File: config.mk
export PLATFORM = sky130hd
export DESIGN_NAME = npu_pool_seq
export DESIGN_NICKNAME = d
export VERILOG_FILES = /design/src/rtl/npu_pool_pkg.sv /design/src/rtl/npu_pool_obuf.sv /design/src/rtl/npu_pool_seq.sv
export SDC_FILE = /design/constraint.sdc
export NUM_CORES = 1
export LEC_CHECK = 0
export CAP_MARGIN = 20
export CORE_AREA = 8 8 511 513
export CTS_BUF_LIST = sky130_fd_sc_hd__clkbuf_8
export DETAILED_ROUTE_END_ITERATION = 12
export DIE_AREA = 0 0 519 521
export PLACE_DENSITY_LB_ADDON = 0.1
export SLEW_MARGIN = 0
export SYNTH_ARGS = -nofsm -noshare
export SYNTH_HDL_FRONTEND = slang
export SYNTH_HIERARCHICAL = 1
export SYNTH_SLANG_ARGS = --single-unit
File: constraint.sdc
create_clock -name i_clk -period 12.8 [get_ports i_clk]
set_input_delay 1.28 -clock i_clk [delete_from_list [all_inputs] [get_ports i_clk]]
set_output_delay 1.28 -clock i_clk [all_outputs]
set_load 0.02 [all_outputs]
File: src/rtl/npu_pool_pkg.sv
// npu_pool_pkg: shared definitions for the max-pool window sequencer.
// Holds the FSM state encoding, default widths and the lane minimum value
// that an idle/cleared max accumulator holds.
package npu_pool_pkg;

  localparam int DEF_DATA_WIDTH  = 8;
  localparam int DEF_DATA_COPIES = 32;
  localparam int DEF_WIN_W       = 4;
  localparam int DEF_NWIN_W      = 16;

  // most negative signed lane value: 1 followed by DATA_WIDTH-1 zeros
  localparam logic [DEF_DATA_WIDTH-1:0] RESULT_MIN = {1'b1, {(DEF_DATA_WIDTH-1){1'b0}}};

  typedef enum logic [1:0] {
    S_IDLE  = 2'd0,
    S_RUN   = 2'd1,
    S_DRAIN = 2'd2
  } state_t;

endpackage

File: src/rtl/npu_pool_obuf.sv
// npu_pool_obuf: one-entry valid/ready result register.
// A capture loads the entry when it is empty or being drained in the same
// cycle. With NPU_POOL_RELU_EN defined, negative lanes are clamped to zero
// on the way in (purely combinational, no added latency).
module npu_pool_obuf import npu_pool_pkg::*; #(
  parameter int DATA_WIDTH  = DEF_DATA_WIDTH,
  parameter int DATA_COPIES = DEF_DATA_COPIES
) (
  input  logic                              clk,
  input  logic                              rst,
  input  logic                              cap,
  input  logic [DATA_COPIES*DATA_WIDTH-1:0] cap_data,
  output logic [DATA_COPIES*DATA_WIDTH-1:0] out_data,
  output logic                              out_vld,
  input  logic                              out_rdy
);

  logic [DATA_COPIES-1:0][DATA_WIDTH-1:0] lanes_in;
  logic [DATA_COPIES-1:0][DATA_WIDTH-1:0] lanes_cl;

  assign lanes_in = cap_data;

  for (genvar g = 0; g < DATA_COPIES; g++) begin : g_lane
`ifdef NPU_POOL_RELU_EN
    assign lanes_cl[g] = lanes_in[g][DATA_WIDTH-1] ? '0 : lanes_in[g];
`else
    assign lanes_cl[g] = lanes_in[g];
`endif
  end

  // load on capture when the slot is free, otherwise drop valid on handshake
  always_ff @(posedge clk or posedge rst) begin
    if (rst) begin
      out_vld  <= 1'b0;
      out_data <= '0;
    end else if (cap && (!out_vld || out_rdy)) begin
      out_vld  <= 1'b1;
      out_data <= lanes_cl;
    end else if (out_rdy) begin
      out_vld  <= 1'b0;
    end
  end

endmodule

File: src/rtl/npu_pool_seq.sv
// npu_pool_seq: window sequencer for the max-pooling PE array.
// Streams input beats into the accumulator, issues clear on each window's
// last beat, captures the pooled result into a one-entry output buffer and
// reports job completion. Optional ReLU clamp: define NPU_POOL_RELU_EN.
module npu_pool_seq import npu_pool_pkg::*; #(
  parameter int DATA_WIDTH  = DEF_DATA_WIDTH,
  parameter int DATA_COPIES = DEF_DATA_COPIES,
  parameter int WIN_W       = DEF_WIN_W,
  parameter int NWIN_W      = DEF_NWIN_W
) (
  input  logic                                i_clk,
  input  logic                                i_rst,
  input  logic                                i_start,
  input  logic [WIN_W-1:0]                    i_cfg_win,
  input  logic [NWIN_W-1:0]                   i_cfg_nwin,
  input  logic [DATA_COPIES*DATA_WIDTH-1:0]   i_in_data,
  input  logic                                i_in_vld,
  output logic                                o_in_rdy,
  output logic [DATA_COPIES*DATA_WIDTH-1:0]   o_mdata,
  output logic                                o_mdata_vld,
  output logic                                o_max_clear,
  output logic                                o_max_en,
  input  logic [DATA_COPIES*2*DATA_WIDTH-1:0] i_max_result,
  output logic [DATA_COPIES*DATA_WIDTH-1:0]   o_out_data,
  output logic                                o_out_vld,
  input  logic                                i_out_rdy,
  output logic                                o_busy,
  output logic                                o_done
);

  localparam int BW = DATA_COPIES * DATA_WIDTH;

  state_t            state;
  logic [WIN_W-1:0]  cfg_win;
  logic [WIN_W-1:0]  beat_cnt;
  logic [NWIN_W-1:0] cfg_nwin;
  logic [NWIN_W-1:0] win_cnt;
  logic              last_beat;
  logic              last_win;
  logic              xfer;
  logic              unused_hi;

  // the accumulator exposes a double-width result; only the low half is a max
  assign unused_hi = ^i_max_result[2*BW-1:BW];

  assign last_beat = (beat_cnt == cfg_win);
  assign last_win  = (win_cnt == cfg_nwin);

  // a window's last beat waits until the previous capture is done and the
  // output slot will be free when its own capture lands
  always_comb begin
    o_in_rdy = 1'b0;
    if (state == S_RUN)
      o_in_rdy = !last_beat || (!o_max_clear && (!o_out_vld || i_out_rdy));
  end

  assign xfer = i_in_vld && o_in_rdy;

  // job control FSM: config latch, beat/window counters, enable, busy, done
  always_ff @(posedge i_clk or posedge i_rst) begin
    if (i_rst) begin
      state    <= S_IDLE;
      cfg_win  <= '0;
      cfg_nwin <= '0;
      beat_cnt <= '0;
      win_cnt  <= '0;
      o_max_en <= 1'b0;
      o_busy   <= 1'b0;
      o_done   <= 1'b0;
    end else begin
      o_done <= 1'b0;
      case (state)
        S_IDLE: begin
          if (i_start) begin
            cfg_win  <= i_cfg_win;
            cfg_nwin <= i_cfg_nwin;
            beat_cnt <= '0;
            win_cnt  <= '0;
            o_max_en <= 1'b1;
            o_busy   <= 1'b1;
            state    <= S_RUN;
          end
        end
        S_RUN: begin
          if (xfer) begin
            if (last_beat) begin
              beat_cnt <= '0;
              win_cnt  <= win_cnt + 1'b1;
              if (last_win) state <= S_DRAIN;
            end else begin
              beat_cnt <= beat_cnt + 1'b1;
            end
          end
        end
        S_DRAIN: begin
          // final capture done and its result handed off
          if (!o_max_clear && o_out_vld && i_out_rdy) begin
            o_max_en <= 1'b0;
            o_busy   <= 1'b0;
            o_done   <= 1'b1;
            state    <= S_IDLE;
          end
        end
        default: state <= S_IDLE;
      endcase
    end
  end

  // registered beat and clear toward the accumulator
  always_ff @(posedge i_clk or posedge i_rst) begin
    if (i_rst) begin
      o_mdata     <= '0;
      o_mdata_vld <= 1'b0;
      o_max_clear <= 1'b0;
    end else begin
      o_mdata_vld <= xfer;
      o_max_clear <= xfer && last_beat;
      if (xfer) o_mdata <= i_in_data;
    end
  end

  // the cycle carrying clear is the one whose combinational max is final
  npu_pool_obuf #(
    .DATA_WIDTH  (DATA_WIDTH),
    .DATA_COPIES (DATA_COPIES)
  ) u_obuf (
    .clk      (i_clk),
    .rst      (i_rst),
    .cap      (o_max_clear),
    .cap_data (i_max_result[BW-1:0]),
    .out_data (o_out_data),
    .out_vld  (o_out_vld),
    .out_rdy  (i_out_rdy)
  );

endmodule

==> results of run 1 <==
==> kinds of logic (layout without fill, tap and decap cells) <==
kind of cell             count (synthesis)  after routing
AND/OR/NAND/NOR                        896            896
flip-flops                             559            559
multiplexers                           257            257
buffers and inverters                  110           1304
AO/OA/AOI/OAI                           45             45
XOR/XNOR                                20             20
adder cells (fa/ha/maj)                  2              2
other                                    0             23
==> area by class of cell <==
cell class	count	area, sq um	area share (%)
Antenna cell	23	57.6	0.146
Clock buffer	155	2130	5.42
Clock inverter	62	354	0.900
Inverter	13	71.3	0.181
Multi-Input combinational cell	1220	7770	19.7
Sequential cell	559	14000	35.6
Tap cell	3366	4210	10.7
Timing Repair Buffer	1074	10800	27.3
==> worst max-delay path, cell delays in order <==
cell	delay (ps)
clkdlybuf4s50_1	520
nor2b_1	80
nor2_1	230
o21a_1	170
clkdlybuf4s50_1	640
==> power by group through the flow <==
| stage | logic, mW | clock network [mW] | registers [mW] |
|---|---|---|---|
| final | 3.53 | 2.10 | 2.69 |
| after global routing | 3.74 | 2.33 | 2.77 |
| after CTS | 3.62 | 2.28 | 2.70 |
| after detailed placement | 3.60 | 0 | 2.72 |
| after global placement | 3.64 | 0 | 2.72 |
| after floorplan | 1.15 | 0 | 3.33 |
==> registers in the layout (all words and copies together), names as in the netlist <==
register and count:
beat_cnt 4, cfg_nwin 16, cfg_win 4, o_busy 1, o_done 1, o_max_clear 1
o_mdata 256, o_mdata_vld 1, state 2, u_obuf/out_data 256, u_obuf/out_vld 1, win_cnt 16
==> through the flow <==
step	instances	area, sq um	worst slack (ps)
after detailed placement	6232	36800	7890
after CTS	6449	39300	8570
after global routing	6452	39300	8520
final	6472	39300	8600
after global placement	6231	36800	7550
after floorplan	1889	22400	3170
==> per-layer routing <==
layer | vias up | part of all wire (%) | track usage, %
met5 | - | 0.69 | 0
met1 | 8621 | 38 | 9.68
met3 | 316 | 15 | 7.03
li1 | 8346 | - | -
met2 | 925 | 43 | 14.1
met4 | 134 | 2.5 | 2.70
==> final timing paths <==
path,end,slack (ps),cells after the start
worst max-delay path,o_in_rdy,8600,5
worst min-delay path,o_mdata[128],470,2
worst max register to register,o_mdata[107],9000,9
worst min register to register,o_mdata[128],470,2
max in group asynchronous,o_mdata[123],9530,4
min in group asynchronous,u_obuf/out_data[48],1180,2
==> placed cells by master (no fill, tap or decap), types with 3 or more instances in the layout <==
master           Yosys  routed
clkdlybuf4s50_1      0    1055
nor4_1               4       4
buf_4                1      15
nor2_1              14      14
inv_1               11      54
clkbuf_8             0     155
buf_12               0       3
xor2_1              16      16
o21ai_0             13      13
nand4_1              4       4
mux2_4             240     240
inv_12               0       3
or3_1                4       4
inv_8                0       8
diode_2              0      23
clkinv_2             0       3
nand3_1             11      11
xnor2_1              4       4
nand2_1            840     840
a21oi_1              9       9
nor3_1               5       5
o21ai_1              3       3
mux2_2              16      16
nor2b_1              3       3
dfrtp_1            559     559
o31ai_1              5       5
o22ai_1              3       3
==> impl_metrics.tcl, run 1 <==
set metrics [dict create \
    rows 185 \
    slew-limit-headroom_pct 34.2 \
    peakVddDrop_v 0.0000786 \
    hold_buffers 0 \
    cp-startpoint "i_out_rdy" \
    postSynth.asyncResetShare_pct 100 \
    coreArea_sq_um 253000 \
    antenna_found_initial 95 \
    p_total_mw 8.32 \
    drive_above_1_share_pct 14.9 \
    combPwrFrac_pct 42.4 \
    start_util_pct 8.87 \
    p_per_area_nw_per_um2 211 \
    clockPowerShare_pct 25.2 \
    synthMuxAreaShare_pct 16.9 \
    area_growth_pct 75.5 \
    cp.arrival_ps 2920 \
    drt_first_pass_iters 4 \
    yosysUniqueCellTypes 45 \
    fmax_ghz 0.238 \
    vias_per_cell 2.83 \
    routed_wl_um 128000 \
    grt_pass1_vias 20000 \
    clock_sinks 559 \
    synthXorXnorAreaFrac_pct 0.781 \
    critPathMaxFanout 3 \
    num_vias 18300 \
    hold_start "o_mdata[128]" \
    seqPwrFrac_pct 32.4 \
    outcome "finished, final reports clean" \
    grt_pass1_wl_um 174000 \
    worstSetupPathType "in -> out" \
    ant_nets 0 \
    drt_iter0_markers 578 \
    synthTopCellsByArea "dfrtp_1, mux2_4, nand2_1" \
    fillers 28400 \
    whs_ps 469 \
    grt_max_degree 115 \
    synth-edff-count 0 \
    cp-start-kind "input port" \
    place.gp.congestion 0.692 \
    synth_common_cells "nand2_1, dfrtp_1, mux2_4, buf_2, clkbuf_1" \
    chipWidth_um 519 \
    min_period_ps 4200 \
    clock-skew-final_ps 38.0 \
    final_max_slew_viol_count 0 \
    required_ps 11520 \
    synth.net_count 2684 \
    drc 0 \
    syn_area_per_cell_sq_um 11.9 \
    leakage_nw 17.6 \
    yosys_register_bits 559 \
    dpl.hpwl_um 96700 \
    cts_buffers 134 \
    wl_per_cell_um 19.8 \
    p_switching_mw 3.06 \
    drv_cap 0 \
    swShare_pct 36.7 \
    synth-seq-area-share_pct 62.4 \
    setup_viol 0 \
    fin_crit_sh_pct 32.8 \
    h-tree-depth 4 \
    cts-resized-gates 0 \
    yosysTopAreaCell "dfrtp_1" \
    io_pins 1312 \
    clockBufferDepth 3 \
    cts_tree "built" \
    fin_util_pct 15.6 \
    setup_tns_ps 0 \
    synth_flop_cell "dfrtp_1" \
    clk_pin_slew_ps 50 \
    synth_fa_ha_area_share_pct 0.112 \
    grt_usage_pct 9.15 \
    crit_path_end_kind "output port" \
    die_area_sq_um 270000 \
    postCtsSetupBuffers 0 \
    synth_top_family_by_area "multiplexers" \
    tightest_slew_ps 986 \
    p_int_mw 5.26 \
    synth_top_area_share_pct 62.4 \
    hold_viol 0 \
    rsz0062_at_grt "false" \
    gr-total-overflow 0 \
    nets 3797 \
    synth-simple-area-share_pct 15.5 \
    root_buffer "clkbuf_8" \
    port-buffer-count 1055 \
    synth_compound_gate_area_share_pct 1.23 \
    timing.rr.start "beat_cnt[3]" \
    ys.warnings.count 6 \
    die-height_um 521 \
    netlist_area_sq_um 22400 \
    hp-class "reg -> reg" \
    clk_latency_ps 840 \
    synth_most_common_cell "nand2_1" \
    postSynthCellCount 1889 \
]
(Power assumes the default switching activity.)
==> inputs of run 2 (changes only) <==
==> constraint.sdc (replaced) <==
create_clock -name i_clk -period 4.15 [get_ports i_clk]
set_input_delay 0.415 -clock i_clk [delete_from_list [all_inputs] [get_ports i_clk]]
set_output_delay 0.415 -clock i_clk [all_outputs]
set_load 0.02 [all_outputs]
==> impl_metrics.tcl, run 2 (same netlist as run 1, synthesis figures left out) <==
set metrics [dict create \
    worst_slack_ps 1030 \
    grt_pass1_wl_um 180000 \
    clock-skew-final_ps 44.0 \
    worst_r2r_endpoint "o_mdata[140]" \
    fillers 28200 \
    peakVddDrop_v 0.000203 \
    dpl.hpwl_um 97900 \
    coreArea_sq_um 253000 \
    drt_first_pass_iters 4 \
    hp-class "in -> async" \
    layout_common_cells "clkdlybuf4s50_1, nand2_1, dfrtp_1" \
    antenna_found_initial 75 \
    gr-total-overflow 0 \
    drv_cap 0 \
    combPwrFrac_pct 42.4 \
    fmax_ghz 0.321 \
    clockBufferDepth 3 \
    required_ps 3730 \
    clk_pin_slew_ps 60 \
    clock_sinks 559 \
    io_pins 1312 \
    place.gp.congestion 0.704 \
    rsz0062_at_grt "false" \
    area_growth_pct 89.6 \
    die-height_um 521 \
    leakage_nw 18.9 \
    regArea_sq_um 14000 \
    instances_no_fill 6786 \
    seqPwrFrac_pct 31.7 \
    setup_viol 0 \
    die_area_sq_um 270000 \
    drive_above_1_share_pct 14.5 \
    clockPowerShare_pct 25.9 \
    clk_latency_ps 830 \
    p_int_mw 16.7 \
    p_total_mw 26.3 \
    final_common_cell "clkdlybuf4s50_1" \
    routed_wl_um 129000 \
    place_area_sq_um 37100 \
    fin_crit_sh_pct 75.1 \
    chipWidth_um 519 \
    postCtsSetupBuffers 0 \
    multiInputGateArea_sq_um 7770 \
    cts-resized-gates 0 \
    outcome "finished, final reports clean" \
    hold_viol 0 \
    largestRegisters "o_mdata (256), u_obuf/out_data (256)" \
    p_switching_mw 9.62 \
    hold_buffers 261 \
    cp.arrival_ps 2700 \
    root_buffer "clkbuf_8" \
    final_max_slew_viol_count 0 \
    port-buffer-count 1055 \
    placedCellCount 6252 \
    setup_tns_ps 0 \
    drt_iter0_markers 630 \
    r2r_slack_ps 1580 \
    drc 0 \
    crit_path_end_kind "output port" \
    place_ws_ps 1360 \
    r2r_cells 7 \
    vias_per_cell 2.85 \
    swShare_pct 36.5 \
    wl_per_cell_um 19.0 \
    nets 4081 \
    cts_buffers 137 \
    worstSetupPathType "reg -> out" \
    timing.rr.start "beat_cnt[0]" \
    p_per_area_nw_per_um2 619 \
    ant_nets 0 \
    min_period_ps 3120 \
    grt_pass1_vias 21700 \
    h-tree-depth 4 \
    start_util_pct 8.87 \
    critPathMaxFanout 6 \
    grt_max_degree 112 \
    cts_tree "built" \
    num_vias 19300 \
    rows 185 \
    cp-start-kind "flop" \
    grt_usage_pct 9.27 \
    final_area_sq_um 42500 \
    slew-limit-headroom_pct 42.6 \
    tightest_slew_ps 861 \
]
-- run 2: cell types whose count changed in the layout (fill, tap and decap cells not counted), sizes merged --
cell / previous run / this run
clkbuf: 155 / 161
clkinv: 5 / 10
clkinvlp: 2 / 5
buf: 19 / 39
bufinv: 0 / 2
diode: 23 / 31
dlygate4sd3: 0 / 261
inv: 68 / 77
-- run 2: power by group through the flow --
| stage | clock network (mW) | registers [mW] | logic (mW) |
|---|---|---|---|
| floorplan | 0 | 10.3 | 3.56 |
| global placement | 0 | 8.43 | 11.3 |
| detailed placement | 0 | 8.46 | 11.2 |
| CTS | 7.36 | 8.41 | 11.5 |
| global route | 7.58 | 8.61 | 11.9 |
| finish | 6.81 | 8.34 | 11.2 |
-- run 2: layout make-up --
class / count / share of cell area (%)
Inverter: 13 / 0.150
Timing Repair Buffer: 1355 / 32.2
Antenna cell: 31 / 0.183
Multi-Input combinational cell: 1220 / 18.3
Clock buffer: 161 / 5.21
Clock inverter: 81 / 1.12
Sequential cell: 559 / 32.9
Tap cell: 3366 / 9.91
-- run 2: layer usage --
| layer | GRT usage [%] | part of all wire, % |
|---|---|---|
| met5 | 0 | 0.36 |
| met2 | 14.2 | 43 |
| met4 | 2.65 | 2.7 |
| met3 | 5.89 | 13 |
| met1 | 10.7 | 41 |
-- run 2: worst max-delay path: stages, from the launching register on --
cell and delay (ps):
dfrtp_1 450, inv_1 80, nor2_1 480, o21a_1 230, clkdlybuf4s50_1 640
-- run 2: how the worst max path moves through the flow --
| stage | startpoint | to | slack (ps) | depth (start not counted) |
|---|---|---|---|---|
| CTS | state[0] | o_in_rdy | 800 | 4 |
| global placement | i_out_rdy | o_mdata[177] | 1370 | 8 |
| global route | state[0] | o_in_rdy | 730 | 4 |
| detailed placement | i_out_rdy | o_mdata[173] | 1360 | 8 |
| finish | state[0] | o_in_rdy | 1030 | 4 |
| floorplan | i_rst | beat_cnt[0] | -280 | 1 |
-- run 2: per-stage QoR --
stage	util, %	hold slack [ps]
global route	16.8	21.8
floorplan	-	465
CTS	16.8	0.502
detailed placement	14.7	461
global placement	14.7	459
finish	16.8	155
